$ cat src/rtl/contactor_sequencer_if.sv
// Bundles the shutdown/ack/feedback inputs and relay/status outputs of the contactor sequencer.
interface contactor_sequencer_if;
    logic       shutdown;
    logic       ack_pulse;
    logic       fb_open_a;
    logic       fb_open_b;
    logic       relay_a;
    logic       relay_b;
    logic       relay_fault;
    logic       run_ok;
    logic [2:0] state_o;
    logic [7:0] fault_count;

    modport master (
        output shutdown,
        output ack_pulse,
        output fb_open_a,
        output fb_open_b,
        input  relay_a,
        input  relay_b,
        input  relay_fault,
        input  run_ok,
        input  state_o,
        input  fault_count
    );

    modport slave (
        input  shutdown,
        input  ack_pulse,
        input  fb_open_a,
        input  fb_open_b,
        output relay_a,
        output relay_b,
        output relay_fault,
        output run_ok,
        output state_o,
        output fault_count
    );
endinterface

$ cat src/rtl/contactor_sequencer.sv
// Staggered two-contactor energisation with mirror-contact supervision and latched relay fault.
// Optional fault event counter enabled by defining CONTACTOR_FAULT_CNT_EN.
module contactor_sequencer #(
    parameter int unsigned STAGGER_CYC    = 1000,
    parameter int unsigned FB_TIMEOUT_CYC = 240000,
    parameter int unsigned DISC_CYC       = 24000,
    parameter int unsigned CNT_W          = 20
) (
    input  logic                 clk,
    input  logic                 rst_n,
    contactor_sequencer_if.slave bus
);

    localparam int unsigned FCNT_W = 8;
    localparam logic [CNT_W-1:0] STAGGER_LAST = CNT_W'(STAGGER_CYC - 1);
    localparam logic [CNT_W-1:0] TIMEOUT_LAST = CNT_W'(FB_TIMEOUT_CYC - 1);
    localparam logic [CNT_W-1:0] DISC_LAST    = CNT_W'(DISC_CYC - 1);

    typedef enum logic [2:0] {
        S_OFF     = 3'd0,
        S_CLOSE_A = 3'd1,
        S_CLOSE_B = 3'd2,
        S_ON      = 3'd3,
        S_OPENING = 3'd4,
        S_FAULT   = 3'd5
    } state_e;

    state_e           state_q, state_d;
    logic [CNT_W-1:0] cnt_q, cnt_d;
    logic [1:0]       fa_sync, fb_sync;
    logic             fa, fb;
    logic             relay_a_q, relay_b_q, fault_q, run_ok_q;
    logic             relay_a_d, relay_b_d, fault_d, run_ok_d;

    // Mirror contacts are asynchronous pins; reset to "released" so OFF never sees a false weld.
    always_ff @(posedge clk or negedge rst_n) begin
        if (!rst_n) begin
            fa_sync <= 2'b11;
            fb_sync <= 2'b11;
        end else begin
            fa_sync <= {fa_sync[0], bus.fb_open_a};
            fb_sync <= {fb_sync[0], bus.fb_open_b};
        end
    end

    assign fa = fa_sync[1];
    assign fb = fb_sync[1];

    always_ff @(posedge clk or negedge rst_n) begin
        if (!rst_n) begin
            state_q   <= S_OFF;
            cnt_q     <= '0;
            relay_a_q <= 1'b0;
            relay_b_q <= 1'b0;
            fault_q   <= 1'b0;
            run_ok_q  <= 1'b0;
        end else begin
            state_q   <= state_d;
            cnt_q     <= cnt_d;
            relay_a_q <= relay_a_d;
            relay_b_q <= relay_b_d;
            fault_q   <= fault_d;
            run_ok_q  <= run_ok_d;
        end
    end

    // Next state, shared counter and next-cycle output decode; shutdown outranks expiries.
    always_comb begin
        state_d = state_q;
        cnt_d   = cnt_q;

        case (state_q)
            S_OFF: begin
                if (!bus.shutdown) begin
                    cnt_d   = '0;
                    state_d = (fa && fb) ? S_CLOSE_A : S_FAULT;
                end
            end
            S_CLOSE_A: begin
                if (bus.shutdown) begin
                    state_d = S_OPENING;
                    cnt_d   = '0;
                end else if (cnt_q == STAGGER_LAST) begin
                    state_d = S_CLOSE_B;
                    cnt_d   = '0;
                end else begin
                    cnt_d = cnt_q + CNT_W'(1);
                end
            end
            S_CLOSE_B: begin
                if (bus.shutdown) begin
                    state_d = S_OPENING;
                    cnt_d   = '0;
                end else if (!fa && !fb) begin
                    state_d = S_ON;
                    cnt_d   = '0;
                end else if (cnt_q == TIMEOUT_LAST) begin
                    state_d = S_FAULT;
                    cnt_d   = '0;
                end else begin
                    cnt_d = cnt_q + CNT_W'(1);
                end
            end
            S_ON: begin
                if (bus.shutdown) begin
                    state_d = S_OPENING;
                    cnt_d   = '0;
                end else if (fa || fb) begin
                    if (cnt_q == DISC_LAST) begin
                        state_d = S_FAULT;
                        cnt_d   = '0;
                    end else begin
                        cnt_d = cnt_q + CNT_W'(1);
                    end
                end else begin
                    cnt_d = '0;
                end
            end
            S_OPENING: begin
                if (fa && fb) begin
                    state_d = S_OFF;
                    cnt_d   = '0;
                end else if (cnt_q == TIMEOUT_LAST) begin
                    state_d = S_FAULT;
                    cnt_d   = '0;
                end else begin
                    cnt_d = cnt_q + CNT_W'(1);
                end
            end
            S_FAULT: begin
                cnt_d = '0;
                if (bus.ack_pulse && bus.shutdown && fa && fb) begin
                    state_d = S_OFF;
                end
            end
            default: begin
                state_d = S_FAULT;
                cnt_d   = '0;
            end
        endcase

        relay_a_d = (state_d == S_CLOSE_A) || (state_d == S_CLOSE_B) || (state_d == S_ON);
        relay_b_d = (state_d == S_CLOSE_B) || (state_d == S_ON);
        fault_d   = (state_d == S_FAULT);
        run_ok_d  = (state_d == S_ON);
    end

    assign bus.relay_a     = relay_a_q;
    assign bus.relay_b     = relay_b_q;
    assign bus.relay_fault = fault_q;
    assign bus.run_ok      = run_ok_q;
    assign bus.state_o     = state_q;

`ifdef CONTACTOR_FAULT_CNT_EN
    logic [FCNT_W-1:0] fault_cnt_q;

    // Counts entries into FAULT, saturating at all-ones.
    always_ff @(posedge clk or negedge rst_n) begin
        if (!rst_n) begin
            fault_cnt_q <= '0;
        end else if ((state_d == S_FAULT) && (state_q != S_FAULT) && (fault_cnt_q != '1)) begin
            fault_cnt_q <= fault_cnt_q + FCNT_W'(1);
        end
    end

    assign bus.fault_count = fault_cnt_q;
`else
    assign bus.fault_count = FCNT_W'(0);
`endif

endmodule

$ cat src/flat_wrapper.sv
// flat-port wrapper written by rule: the top's interface ports become plain ports
module contactor_sequencer_flat 
#(
    parameter int unsigned STAGGER_CYC    = 1000,
    parameter int unsigned FB_TIMEOUT_CYC = 240000,
    parameter int unsigned DISC_CYC       = 24000,
    parameter int unsigned CNT_W          = 20
)
  (clk, rst_n, bus_shutdown, bus_ack_pulse, bus_fb_open_a, bus_fb_open_b, bus_relay_a, bus_relay_b, bus_relay_fault, bus_run_ok, bus_state_o, bus_fault_count);
  contactor_sequencer_if bus_i ();
  input  logic clk;
  input  logic rst_n;
  input wire logic [$bits(bus_i.shutdown)-1:0] bus_shutdown;
  input wire logic [$bits(bus_i.ack_pulse)-1:0] bus_ack_pulse;
  input wire logic [$bits(bus_i.fb_open_a)-1:0] bus_fb_open_a;
  input wire logic [$bits(bus_i.fb_open_b)-1:0] bus_fb_open_b;
  output wire logic [$bits(bus_i.relay_a)-1:0] bus_relay_a;
  output wire logic [$bits(bus_i.relay_b)-1:0] bus_relay_b;
  output wire logic [$bits(bus_i.relay_fault)-1:0] bus_relay_fault;
  output wire logic [$bits(bus_i.run_ok)-1:0] bus_run_ok;
  output wire logic [$bits(bus_i.state_o)-1:0] bus_state_o;
  output wire logic [$bits(bus_i.fault_count)-1:0] bus_fault_count;
  assign bus_i.shutdown = bus_shutdown;
  assign bus_i.ack_pulse = bus_ack_pulse;
  assign bus_i.fb_open_a = bus_fb_open_a;
  assign bus_i.fb_open_b = bus_fb_open_b;
  assign bus_relay_a = bus_i.relay_a;
  assign bus_relay_b = bus_i.relay_b;
  assign bus_relay_fault = bus_i.relay_fault;
  assign bus_run_ok = bus_i.run_ok;
  assign bus_state_o = bus_i.state_o;
  assign bus_fault_count = bus_i.fault_count;
  contactor_sequencer #(.STAGGER_CYC(STAGGER_CYC), .FB_TIMEOUT_CYC(FB_TIMEOUT_CYC), .DISC_CYC(DISC_CYC), .CNT_W(CNT_W)) u_core (.clk(clk), .rst_n(rst_n), .bus(bus_i));
endmodule
$ cat config.mk
export PLATFORM = sky130hd
export DESIGN_NAME = contactor_sequencer_flat
export DESIGN_NICKNAME = d
export VERILOG_FILES = /design/src/rtl/contactor_sequencer_if.sv /design/src/rtl/contactor_sequencer.sv /design/src/flat_wrapper.sv
export SDC_FILE = /design/constraint.sdc
export NUM_CORES = 1
export LEC_CHECK = 0
export ABC_AREA = 1
export CORE_MARGIN = 5
export CORE_UTILIZATION = 52
export DETAILED_ROUTE_END_ITERATION = 8
export PLACE_DENSITY = 0.76
export SYNTH_ARGS = -nofsm -noshare
export SYNTH_HDL_FRONTEND = slang
export SYNTH_SLANG_ARGS = --single-unit
export TNS_END_PERCENT = 10
$ cat constraint.sdc
create_clock -name clk -period 1.41 [get_ports clk]
set_input_delay 0.282 -clock clk [delete_from_list [all_inputs] [get_ports clk]]
set_output_delay 0.282 -clock clk [all_outputs]
set_load 0.005 [all_outputs]
==> impl_summary.txt, run 1 <==
----------------------------------------------------
[Timing]
  Tightest hold margin ... 0.329 ns
  Setup violation total in the final timing report ... 27
  Maximum clock rate ... 578 MHz
  Final total negative setup slack ... -7.02 ns
  Part of the cycle the worst path needs ... 123%
  Least setup slack across all paths after layout ... -0.320 ns
  Pins over their slew limit ... 0
  Setup repair after global routing missed its margin ... true
  Fin Clk Skew ... 0.00516 ns
  Number of failing hold endpoints at the final stage ... 0
  Post-route minimum period ... 1.73 ns

[Synth]
  Number of enable flip-flop cells after synthesis ... 0
  Synth warn ... 0
  Adder-cell share of the synthesized area ... 0.569%
  Fraction of synthesized area in multiplexers ... 0%
  Xor and xnor area share after synthesis ... 4.78%
  Dominant register cell in the synthesized netlist ... dfrtp_1
  Top cell type by total area after synthesis ... dfrtp_1
  Post-synthesis async set-or-reset flop share ... 100%
  Sequential-to-total area share from yosys stat ... 35.5%
  Commonest cells in the netlist ... nand2_1 (118), nor2_1 (49), inv_1 (40)
  Area share of the largest cell type after synthesis ... 30.8%
  Flop and latch count out of synthesis ... 31
  Number of distinct library cells after synthesis ... 33
  Most area-consuming cells after synthesis ... dfrtp_1 (31%), nand2_1 (20%), nor2_1 (8.4%)
  Netlist area before placement ... 2200 µm²
  Post-synthesis simple-gate area fraction ... 44.5%
  Dominant combinational cell family by area after synthesis ... simple AND/OR/NAND/NOR gates
  Average cell area after synthesis ... 6.62 µm²
  Cell with the most instances after synthesis ... nand2_1
  Synthesized netlist cell count ... 332
  Compound-Gate Fraction of Synth Area ... 1.65%

[Critical path]
  CP Class ... reg2reg
  Peak fanout along the critical path ... 5
  Slowest cell on crit path ... dfrtp_1
  Category of the worst setup path launch point ... flip-flop
  Internal reg-to-reg setup slack ... -0.32 ns
  Number of buffers and inverters on the critical path ... 0
  Required arrival time at the worst endpoint ... 1.60 ns
  Data arrival at the endpoint of the critical path ... 1.92 ns
  Largest incremental delay on the critical path ... 0.40 ns
  Cells along the critical path ... nor2_1, nand3_1, nor2_1, nand3_2, nand2_2, nand2_4, nand2_8, nand2_4, nand2_1, nand2_1
  Critical path's top delay family ... simple AND/OR/NAND/NOR gates
  Capturing element type of the critical path ... flip-flop

[Cells and area]
  Area used by sequential logic in the layout ... 790 µm²
  Total number of nets in the final design ... 418
  Layout Cell Area excl Fill ... 3170 µm²
  Number of diodes ... 0
  Area used by multi-input combinational logic ... 1380 µm²
  Area growth from synthesis to layout ... 44.1%
  Post-route core utilization ... 78.0%
  Fraction of layout instances using a drive strength above 1 ... 34.7%
  Post-Layout Cell Count ... 462
  Fill cells ... 248

[Routing]
  Vias after detailed routing ... 2,501
  Residual antenna-violating net count after detailed routing ... 0
  Routed length per placed instance ... 14.9 µm
  Drt initial violations ... 238
  Number of detailed-route iterations in the first pass ... 6
  Number of remaining DRC errors ... 0
  Wirelength, routed ... 6900 µm
  Post-detailed-route via-to-cell ratio ... 5.41

[Status]
  Violations in the final reports ... negative setup slack
  Status ... finished with violations

[Global route]
  Gr usage total ... 24.3%
  Vias in the first global route ... 2,340
  First-pass GRT wire length ... 10,400 µm
  Antenna violations before repair ... 0
  Leftover overflow at the end of global routing ... 0
  Pin count of the biggest net entering global routing ... 21

[Placed design]
  Port Buffer Count ... 12
  Area of placed instances ... 2780 µm²
  Setup slack at placement ... -0.278 ns
  DP Cell Count ... 445
  Final RePlAce weighted congestion ... 0.885
  Detail Placement HPWL ... 4080 µm

[CTS]
  Number of CTS-inserted buffers ... 5
  TritonCTS sink count ... 31
  Number of H-tree levels ... 2
  Clk_lat worst skew ... 0.29 ns
  Clock-pin slew reported for the worst setup and hold paths after clock tree synthesis ... 0.07 ns
  CTS Root Buffer Type ... clkbuf_8
  Hold buffer count at CTS ... 0
  TritonCTS clock tree ... done
  Bufs on Longest Clock Path ... 2

[Pwr]
  PwrDens ... 1020 nW/µm²
  Leakage Power ... 1.75 nW
  Max IR drop VDD ... 0.971 mV
  Overall power after layout ... 3.24 mW

[Min path]
  Hold Crit Class ... in2async

[Floorplan]
  Placeable Area ... 4060 µm²
  Die area ... 5630 µm²
  Die height ... 75 µm
  Horiz. Die Dim ... 75 µm
  Starting Density ... 54.1%
  Number of standard-cell rows in the floorplan ... 23
  Number of primary I/O pins ... 21

[Run]
  Max-cap check violation count ... 0

----------------------------------------------------
==> worst reg2reg max path, stage by stage, from the launching register on <==
cell and delay (ns):
dfrtp_1 0.40, nor2_1 0.20, nand3_1 0.11, nor2_1 0.22, nand3_2 0.12, nand2_2 0.12, nand2_4 0.08, nand2_8 0.13
nand2_4 0.11, nand2_1 0.09, nand2_1 0.04
==> sequential cells by signal, summed over array words and instances, names as in the netlist <==
name	cells
u_core.bus.state_o	3
u_core.bus.relay_b	1
u_core.cnt_q	20
u_core.bus.run_ok	1
u_core.bus.relay_a	1
u_core.fb_sync	2
u_core.bus.relay_fault	1
u_core.fa_sync	2
==> final cells by class <==
class | count | area share (%)
Clock buffer | 6 | 2.61
Multi-Input combinational cell | 251 | 43.7
Tap cell | 50 | 1.98
Inverter | 42 | 4.98
Timing Repair Buffer | 80 | 20.7
Clock inverter | 2 | 1.11
Sequential cell | 31 | 24.9
==> cells by family after synthesis <==
family                   after synthesis
AND/OR/NAND/NOR                      222
buffers and inverters                 60
flip-flops                            31
XOR/XNOR                              12
AO/OA/AOI/OAI                          5
adder cells (fa/ha/maj)                1
other                                  1
==> path summary, 6_finish.rpt <==
check                           cells after the start               from                 to
worst max-delay path                               10   u_core.cnt_q[13]   u_core.cnt_q[17]
worst min-delay path                                2              rst_n   u_core.cnt_q[18]
worst max register to register                     10   u_core.cnt_q[13]   u_core.cnt_q[17]
worst min register to register                      0  u_core.fa_sync[0]  u_core.fa_sync[1]
max in group asynchronous                           2              rst_n  u_core.fa_sync[1]
min in group clk                                    0  u_core.fa_sync[0]  u_core.fa_sync[1]
==> cell usage in the layout, fill, tap and decap left out, drive strengths merged, types with 2 or more instances in the layout <==
cell type      count
xnor2              2
nand2            127
dfstp              4
buf               69
nor3               5
clkdlybuf4s50      5
dfrtp             27
xor2              10
dlygate4sd2        2
nand4              8
nand3b             2
clkbuf             6
nand3             30
dlymetal6s2s       4
o21ai              2
inv               42
nor2              50
conb               8
==> power breakdown <==
part	switching [mW]	internal (mW)	total [mW]
sequential	0.0744	0.975	1.05
clock	0.351	0.571	0.922
combinational	0.760	0.513	1.27
==> layer usage <==
layer,up-vias,routed length [µm],global-route usage [%]
met2,147,3290,40.8
met1,1148,2650,29.4
li1,1164,-,-
met5,-,0,0
met4,0,360,11.1
met3,42,596,5.61
==> timing repair <==
item	4_1_cts	5_1_grt
resized for setup	20	41
pin swaps	6	16
buffers inserted	2	4
gates cloned	2	1
setup endpoints to repair	29	32
Power figures use the tool's default switching activity.
==> run 2: changes to the inputs <==
- CTS_BUF_LIST: default -> sky130_fd_sc_hd__clkbuf_4 sky130_fd_sc_hd__clkbuf_8 sky130_fd_sc_hd__clkbuf_16
==> results of run 2 <==
The final DEF is identical to that of run 1; final timing and power are the same.
==> run 3: changes to the inputs <==
- CORE_UTILIZATION: 52 -> 35
- PLACE_DENSITY: 0.76 -> default
==> impl_summary.txt, run 3 (synthesis results as in run 1) <==
----------------------------------------------------
[Pwr]
  Internal power of the cells ... 2.05 mW (-0.58%)
  Net switching fraction of the power ... 35.3% (-1.2 points)
  PwrDens ... 988 nW/µm² (-3.6%)
  Clock Power Share ... 29.1% (+0.7 points)
  Proportion of power drawn by flip-flops and latches ... 32.9% (+0.6 points)
  Max IR drop VDD ... 0.595 mV (-39%)
  Combinational share of power ... 38.1% (-1.1 points)
  Overall power after layout ... 3.16 mW (-2.5%)
  Total net switching power ... 1.12 mW (-5.8%)
  Leakage Power ... 1.77 nW (+1.3%)

[Global route]
  First-pass GRT wire length ... 10,100 µm (-2.3%)
  Antenna violations before repair ... 0 (unchanged)
  Pin count of the biggest net entering global routing ... 21 (unchanged)
  Leftover overflow at the end of global routing ... 0 (unchanged)
  Gr usage total ... 16.6% (-7.7 points)
  Vias in the first global route ... 2,198 (-6.1%)

[Routing]
  Residual antenna-violating net count after detailed routing ... 0 (unchanged)
  Wirelength, routed ... 6110 µm (-11%)
  Post-detailed-route via-to-cell ratio ... 4.67 (-14%)
  Routed length per placed instance ... 12.4 µm (-17%)
  Drt initial violations ... 134 (-44%)
  Number of remaining DRC errors ... 0 (unchanged)
  Vias after detailed routing ... 2,297 (-8.2%)
  Number of detailed-route iterations in the first pass ... 4 (-2)

[Timing]
  Fin Clk Skew ... 0.00244 ns (-0.00271 ns)
  Least setup slack across all paths after layout ... -0.195 ns (+0.124 ns)
  Post-route minimum period ... 1.61 ns (-0.124 ns)
  Setup repair after global routing missed its margin ... true
  Setup violation total in the final timing report ... 26 (-3.7%)
  Part of the cycle the worst path needs ... 114% (-8.8 points)
  Maximum clock rate ... 623 MHz (+7.7%)
  Pins over their slew limit ... 0 (unchanged)
  Final total negative setup slack ... -4.23 ns (+2.78 ns)
  Number of failing hold endpoints at the final stage ... 0 (unchanged)

[CTS]
  TritonCTS clock tree ... done
  Number of H-tree levels ... 2 (unchanged)
  Bufs on Longest Clock Path ... 2 (unchanged)
  TritonCTS sink count ... 31 (unchanged)
  CTS Root Buffer Type ... clkbuf_8
  Clock-pin slew reported for the worst setup and hold paths after clock tree synthesis ... 0.07 ns (about the same)
  Number of CTS-inserted buffers ... 5 (unchanged)
  Clk_lat worst skew ... 0.28 ns (about the same)

[Critical path]
  Capturing element type of the critical path ... flip-flop
  Worst reg2reg startpoint ... u_core.cnt_q[0]
  Worst R2R End ... u_core.cnt_q[13]
  Category of the worst setup path launch point ... flip-flop
  CP Class ... reg2reg
  Peak fanout along the critical path ... 5 (unchanged)
  Internal reg-to-reg setup slack ... -0.20 ns (+0.12 ns)
  Required arrival time at the worst endpoint ... 1.59 ns (about the same)
  FF-to-FF path depth ... 12 (+2)
  Data arrival at the endpoint of the critical path ... 1.79 ns (-0.13 ns)

[Cells and area]
  Fill cells ... 587 (+140%)
  Most used cells in the layout excluding fill and tap cells ... nand2_1 (105), buf_4 (71), nor2_1 (41)
  Area growth from synthesis to layout ... 45.7%
  Number of diodes ... 0 (unchanged)
  Most frequent standard cell in the layout excluding fill and tap cells ... nand2_1
  Register with the highest flop count ... u_core.cnt_q
  Fraction of layout instances using a drive strength above 1 ... 33.1% (-1.6 points)
  Total number of nets in the final design ... 423 (+1.2%)
  Area used by multi-input combinational logic ... 1350 µm² (-2.5%)
  Number of flip-flops in the largest register ... 20 (unchanged)
  Area used by sequential logic in the layout ... 786 µm² (-0.48%)
  Post-route core utilization ... 53.1% (-25 points)

[Floorplan]
  Placeable Area ... 6030 µm² (+49%)
  Horiz. Die Dim ... 89.2 µm (+19%)
  Number of standard-cell rows in the floorplan ... 28 (+22%)
  Starting Density ... 36.5% (-18 points)
  Die area ... 7960 µm² (+42%)
  Number of primary I/O pins ... 21 (unchanged)
  Die height ... 89.2 µm (+19%)

[Placed design]
  Detail Placement HPWL ... 4230 µm (+3.6%)
  Final RePlAce weighted congestion ... 0.897 (+1.4%)
  Port Buffer Count ... 12 (unchanged)
  Setup slack at placement ... -0.282 ns (-0.00384 ns)

[Status]
  Status ... finished with violations
  Violations in the final reports ... negative setup slack

[Min path]
  Hold Crit Class ... in2async

[Run]
  Max-cap check violation count ... 0 (unchanged)

----------------------------------------------------
[run 3: cell types whose count changed in the layout (fill, tap and decap cells not counted), moves of 2 or more]
| cell | previous run | this run |
|---|---|---|
| buf_4 | 66 | 71 |
| nand2_1 | 101 | 105 |
| dfrtp_1 | 20 | 23 |
| dfrtp_2 | 7 | 4 |
| nand2_2 | 19 | 16 |
| nor2_1 | 38 | 41 |
| nor2_2 | 7 | 5 |
[run 3: final cells by class]
| class | count | share of cell area, % |
|---|---|---|
| Clock buffer | 6 | 2.58 |
| Clock inverter | 2 | 1.09 |
| Inverter | 42 | 4.92 |
| Multi-Input combinational cell | 251 | 42.1 |
| Sequential cell | 31 | 24.5 |
| Tap cell | 75 | 2.93 |
| Timing Repair Buffer | 85 | 21.8 |
[run 3: metrics by stage]
step	area, µm²	cells	hold slack (ns)
3_5_place_dp	2870	476	0.348
5_1_grt	3200	492	0.358
4_1_cts	3110	489	0.343
6_report	3200	492	0.336
2_1_floorplan	2240	339	-0.0136
3_3_place_gp	2870	476	0.346
[run 3: power groups by stage]
stage          clock, mW  combinational (mW)  sequential [mW]
2_1_floorplan          0               0.535             1.06
4_1_cts            0.943                1.18             1.04
5_1_grt            0.984                1.32             1.05
3_5_place_dp           0               0.973             1.05
6_report           0.919                1.20             1.04
3_3_place_gp           0               0.955             1.05
[run 3: worst max-delay path by stage]
stage | start | to | slack [ns] | cells past startpoint
global placement | bus_shutdown | u_core.bus.relay_a | -0.25 | 9
floorplan | u_core.cnt_q[0] | u_core.cnt_q[4] | -0.07 | 11
CTS | u_core.cnt_q[0] | u_core.cnt_q[13] | -0.16 | 12
detailed placement | bus_shutdown | u_core.bus.relay_a | -0.28 | 9
finish | u_core.cnt_q[0] | u_core.cnt_q[13] | -0.20 | 12
global route | u_core.cnt_q[0] | u_core.cnt_q[13] | -0.30 | 10
[run 3: worst max-delay path, cell delays in order (launching register included)]
cell and delay (ns):
dfrtp_1 0.40, ha_4 0.18, nand2_2 0.06, inv_2 0.07, nand2_1 0.05, nor2_1 0.11, nand3_1 0.08, nand2_1 0.11
nand2_2 0.10, nand2_8 0.13, nand2_4 0.09, nand2_1 0.08, nand2_1 0.04
[run 3: timing repair]
item | 4_1_cts | 5_1_grt
hold buffers | 0 | 0
endpoints found under the hold margin | 0 | 0
pin swaps | 8 | 3
resized for setup | 26 | 22
buffers inserted | 2 | 3
cloned | 3 | 0
endpoints found under the setup margin | 29 | 30
[run 3: layer usage]
metal / vias to the layer above / track usage, % / share of wire [%]
met5: - / 0 / 0
met4: 0 / 5.95 / 1.7
met3: 13 / 2.49 / 5.2
met2: 58 / 27.6 / 49
met1: 1053 / 21.8 / 45
li1: 1173 / - / -
==> patch 1 (settings of run 3) <==
`STAGGER_CYC` is set to 1000 in 2 places; all go to 750.
--- a/src/rtl/contactor_sequencer.sv
+++ b/src/rtl/contactor_sequencer.sv
@@ -3,3 +3,3 @@
 module contactor_sequencer #(
-    parameter int unsigned STAGGER_CYC    = 1000,
+    parameter int unsigned STAGGER_CYC    = 750,
     parameter int unsigned FB_TIMEOUT_CYC = 240000,
--- a/src/flat_wrapper.sv
+++ b/src/flat_wrapper.sv
@@ -3,3 +3,3 @@
 #(
-    parameter int unsigned STAGGER_CYC    = 1000,
+    parameter int unsigned STAGGER_CYC    = 750,
     parameter int unsigned FB_TIMEOUT_CYC = 240000,
Behaviour: same outputs for any inputs over 10 cycles, from zero or initial values and one cycle with rst_n low; that may be too few to reach the edited logic, so the function may still have changed.
==> patch 1 against run 3 <==
The run still ends with setup timing left. Area after synthesis is 2.5% lower. Worst hold slack better by 0.014 ns. Sequential cell count stayed put. Largest cell class unchanged. Clock power is 14% lower. Cell area is 5.8% lower. Global-route usage is 2.0 points lower. Combinational power is 7% higher. Worst setup slack worse by 0.078 ns. Total power is 2.2% lower. Wire length is 12% lower.
==> patch 1: results (changes against run 3) <==
synthAdderAreaFrac: 0.0117  # +0.00599
status: "complete, but fails checks"
grtUsageMet3: 0.0279  # +0.00305
vias_per_cell: 4.47  # -4.2%
end_kind: "flip-flop"
slowest_stage: "dfrtp_1"
dp_hpwl_mm: 3.86  # -8.8%
first_iter_violations: 120  # -10%
yosysSeqAreaShare: 0.364  # +0.00913
use_met2: 0.245  # -0.0312
cts_root_buf: "clkbuf_8"
dp_cells: 454  # -4.6%
fin_ws_ns: -0.274  # -0.0784 ns
p_leak_nw: 1.67  # -6.0%
rr_worst_depth: 14  # +2
placed_area_um2: 2750  # -4.3%
r2r_end: "u_core.cnt_q[6]"
finalNetCount: 399  # -5.7%
cpPeakStageDelay_ns: 0.41
synth_compound_area_frac: 0.0164  # -0.000160
gp_congestion: 0.868  # -3.3%
synthXorXnorAreaFrac: 0.0532  # +0.00532
dr.pass1.iters: 4  # unchanged
drive_gt1_frac: 0.293  # -0.0376
diodes: 0  # unchanged
insertion_delay_ns: 0.29
synthTopCellsByArea: "dfrtp_1 32%, nand2_1 20%, inv_1 7.7%, nor2_1 6.0%, dfstp_2 4.9%"
synthTopCellsByCount: "113 x nand2_1, 44 x inv_1, 34 x nor2_1, 27 x dfrtp_1, 19 x nand3_1"
crit_family: "simple AND/OR/NAND/NOR gates"
dpl_worst_slack_ns: -0.344  # -0.0618 ns
clockBufferDepth: 2  # unchanged
instances_no_fill: 467  # -5.1%
clock_skew_ns: 0.00787  # +0.00543 ns
grt_use_met1: 0.189  # -0.0289
rr_startpoint: "u_core.cnt_q[1]"
grt_max_degree: 32  # +52%
largest-register: "u_core.cnt_q"
cp-start-kind: "flip-flop"
synthMuxAreaShare: 0  # unchanged
violations: "setup timing"
whs_ns: 0.350  # +0.0140 ns
largest_register_ff_count: 20  # unchanged
io_buffers: 12  # unchanged
ys_warn_count: 0  # unchanged
netlist_instances: 314  # -5.4%
grt_pass1_wl_mm: 8.92  # -12%
cp.arrival_ns: 1.87  # +0.08 ns
setup_viol: 27  # +3.8%
grt_usage: 0.145  # -0.0201
yosysUniqueCellTypes: 28  # -15%
synthFlopType: "dfrtp_1"
ir_worst_vdd_mv: 0.648  # +8.9%
setup_tns_ns: -5.84  # -1.61 ns
drt_wl_total_mm: 5.38  # -12%
first_global_vias: 2011  # -8.5%
==> patch 1: changes by cell type in the layout (fill, tap and decap cells not counted), sizes merged, moves of 2 or more <==
cell    change
nor2       -10
clkinv      +2
buf        -11
nand2       -2
nand3       -6
a21oi       +3
inv         +2
==> patch 1: power breakdown <==
group	internal, mW	switching [mW]	total, mW
Combinational	0.554	0.722	1.28
Clock	0.444	0.344	0.788
Sequential	0.973	0.0567	1.03
==> patch 1: per-layer routing <==
metal,wire length (um),part of all wire
met3,225,0.042
met5,0,0
met1,2470,0.46
met2,2610,0.49
met4,70,0.013
==> patch 1: cell type report <==
class                           count  area [um^2]
Clock buffer                        7         96.3
Clock inverter                      1         7.51
Fill cell                         559         2900
Inverter                           47          176
Multi-Input combinational cell    232         1260
Sequential cell                    31          782
Tap cell                           75         93.8
Timing Repair Buffer               74          603
==> patch 1: what timing repair did <==
item	in CTS	in global routing
setup endpoints to repair	31	30
hold buffers	0	0
gates cloned	0	3
resized for setup	10	24
pin swaps	6	10
setup buffers	2	0
==> patch 2 (settings of run 3) <==
Without the edit above. The option `CONTACTOR_FAULT_CNT_EN` is turned on by a define.
--- a/src/rtl/contactor_sequencer.sv
+++ b/src/rtl/contactor_sequencer.sv
@@ -2,2 +2,4 @@
 // Optional fault event counter enabled by defining CONTACTOR_FAULT_CNT_EN.
+`define CONTACTOR_FAULT_CNT_EN
+
 module contactor_sequencer #(
Check against the original RTL: not equivalent (a bounded check fails within 4 cycles, from zero or initial values and one cycle with rst_n low).
==> patch 2 against run 3 <==
First-iteration DRC count down 24%. Wire length grew 5.3%. Sequential cell count is 8 higher. Area after synthesis is 5.2% higher. Global-route usage is 0.89 points lower. Largest cell class unchanged. Critical path depth is 2 higher. Critical path type unchanged. The flow still finishes with violations (setup timing). Total power up 41%. Cell area grew 8.6%. Highest routed layer unchanged. Worst setup slack got worse by 0.21 ns.
==> patch 2: results (changes against run 3) <==
status: "complete, but fails checks"
violations: "setup timing"
insertion_delay_ns: 0.30  # +0.02 ns
crit_fanout: 7  # +2
synthTopCellsByCount: "69 x nand2_1, 35 x dfrtp_1, 28 x inv_1, 28 x nand3_1, 24 x nor2_1"
grt_max_degree: 17  # -19%
diodes: 0  # unchanged
fin_ws_ns: -0.404  # -0.209 ns
cts_root_buf: "clkbuf_8"
grt_pass1_wl_mm: 10.8  # +6.7%
vias: 2399  # +4.4%
finalNetCount: 418  # -1.2%
synthDominantCellAreaShare: 0.379  # +0.0713
drt-wirelength-per-cell_um: 13.2  # +6.1%
first_global_vias: 2327  # +5.9%
dp_hpwl_mm: 4.77  # +13%
p_leak_nw: 1.73  # -2.5%
first_iter_violations: 102  # -24%
largest-register: "u_core.cnt_q"
slowest_stage: "dfrtp_1"
rr_startpoint: "u_core.cnt_q[0]"
cp.arrival_ns: 2.00  # +0.21 ns
synthesis.nets: 306
dr.pass1.iters: 4  # unchanged
hold_class: "reg2reg"
yosysUniqueCellTypes: 33  # unchanged
cp-start-kind: "flip-flop"
gp_congestion: 0.872  # -2.8%
whs_ns: 0.356  # +0.0201 ns
crit_family: "simple AND/OR/NAND/NOR gates"
synthTopCellsByArea: "dfrtp_1 38%, nand2_1 11%, xor2_1 7.2%, nand3_1 6.1%, dfstp_2 4.5%"
grt_usage: 0.157  # -0.00886
worstHoldStart: "u_core.fb_sync[0]"
cpPeakStageDelay_ns: 0.35  # -0.05 ns
htreeDepth: 2  # unchanged
antenna_found_initial: 0  # unchanged
io_buffers: 20  # +8
dpl_worst_slack_ns: -0.543  # -0.261 ns
setup_viol: 36  # +38%
clk_pin_slew_worst_paths_ns: 0.08
clockBufferDepth: 2  # unchanged
drive_gt1_frac: 0.375  # +0.0438
clock_skew_ns: 0.0173  # +0.0148 ns
nFillCells: 628  # +7.0%
end_kind: "flip-flop"
ir_worst_vdd_mv: 0.820  # +38%
async_flop_share: 1.00  # unchanged
numCtsBuffers: 5  # unchanged
slew_headroom: 0.761
yosysSeqAreaShare: 0.424  # +0.0689
ys_warn_count: 0  # unchanged
largest_register_ff_count: 20  # unchanged
[patch 2: changes by cell type after synthesis, moves of 9 or more]
cell	change
xor2_1	+9
inv_1	-12
nand2_1	-49
o22ai_1	+10
buf_4	-9
nor2_1	-25
[patch 2: routing by layer]
layer  up-vias  GRT usage  wire, um
li1       1208          -         -
met1      1139      0.212      3110
met2        42      0.260      3000
met3        10     0.0215       254
met4         0     0.0477        68
met5         -          0         0
[patch 2: worst reg2reg max path, cell delays in order (launching register included)]
cell     delay, ns
dfrtp_1       0.35
ha_2          0.19
nand2_2       0.07
inv_4         0.08
nand2_4       0.08
nor2_4        0.11
nand3_4       0.12
nand2_2       0.09
nand2_2       0.05
nand2_2       0.08
nand2_4       0.09
nand2_4       0.09
nand4_4       0.16
nand2_1       0.10
nand2_1       0.06
[patch 2: final timing paths]
kind,endpoint,cells after the start
worst max-delay path,u_core.bus.fault_count[7],14
worst min-delay path,u_core.fb_sync[1],0
worst max register to register,u_core.bus.fault_count[7],14
worst min register to register,u_core.fb_sync[1],0
max in group asynchronous,u_core.bus.state_o[0],3
min in group asynchronous,u_core.cnt_q[2],2
[patch 2: logic make-up (layout without fill, tap and decap cells)]
group	after synthesis	count (layout)	share of synthesized area
AOI/OAI and AO/OA	33	34	0.0855
buffers and inverters	43	155	0.0720
adders and majority gates	2	2	0.0108
and+or+nand+nor	162	162	0.336
xor gates and xnor gates	19	19	0.0720
DFF	39	39	0.424
[patch 2: final cells by class]
cell class	instances	share of cell area
tap	77	0.0277
multi-input combinational	217	0.366
inverter	39	0.0428
sequential	39	0.283
timing repair buffer	108	0.254
clock buffer	8	0.0263
[patch 2: power by group]
group	internal, mW	switching [mW]	leakage (nW)
clock	0.410	0.404	0.0498
sequential	1.28	0.143	0.515
combinational	1.07	1.15	1.17
[patch 2: timing repair]
item / in CTS / in global routing
hold buffers: 1 / 0
setup buffers: 0 / 3
hold endpoints to repair: 10 / 0
gates cloned: 1 / 0
resized for setup: 31 / 20
setup endpoints to repair: 49 / 41
pin swaps: 1 / 8
[patch 2: stage by stage]
| stage | TNS (ns) | area (um^2) | instances | util |
|---|---|---|---|---|
| 6_report | -8.87 | 3480 | 488 | 0.544 |
| 3_3_place_gp | -10.45 | 3260 | 475 | 0.510 |
| 2_1_floorplan | -4.18 | 2330 | 298 | - |
| 3_5_place_dp | -11.95 | 3260 | 475 | 0.510 |
| 4_1_cts | -8.96 | 3410 | 485 | 0.534 |
| 5_1_grt | -14.07 | 3480 | 488 | 0.544 |
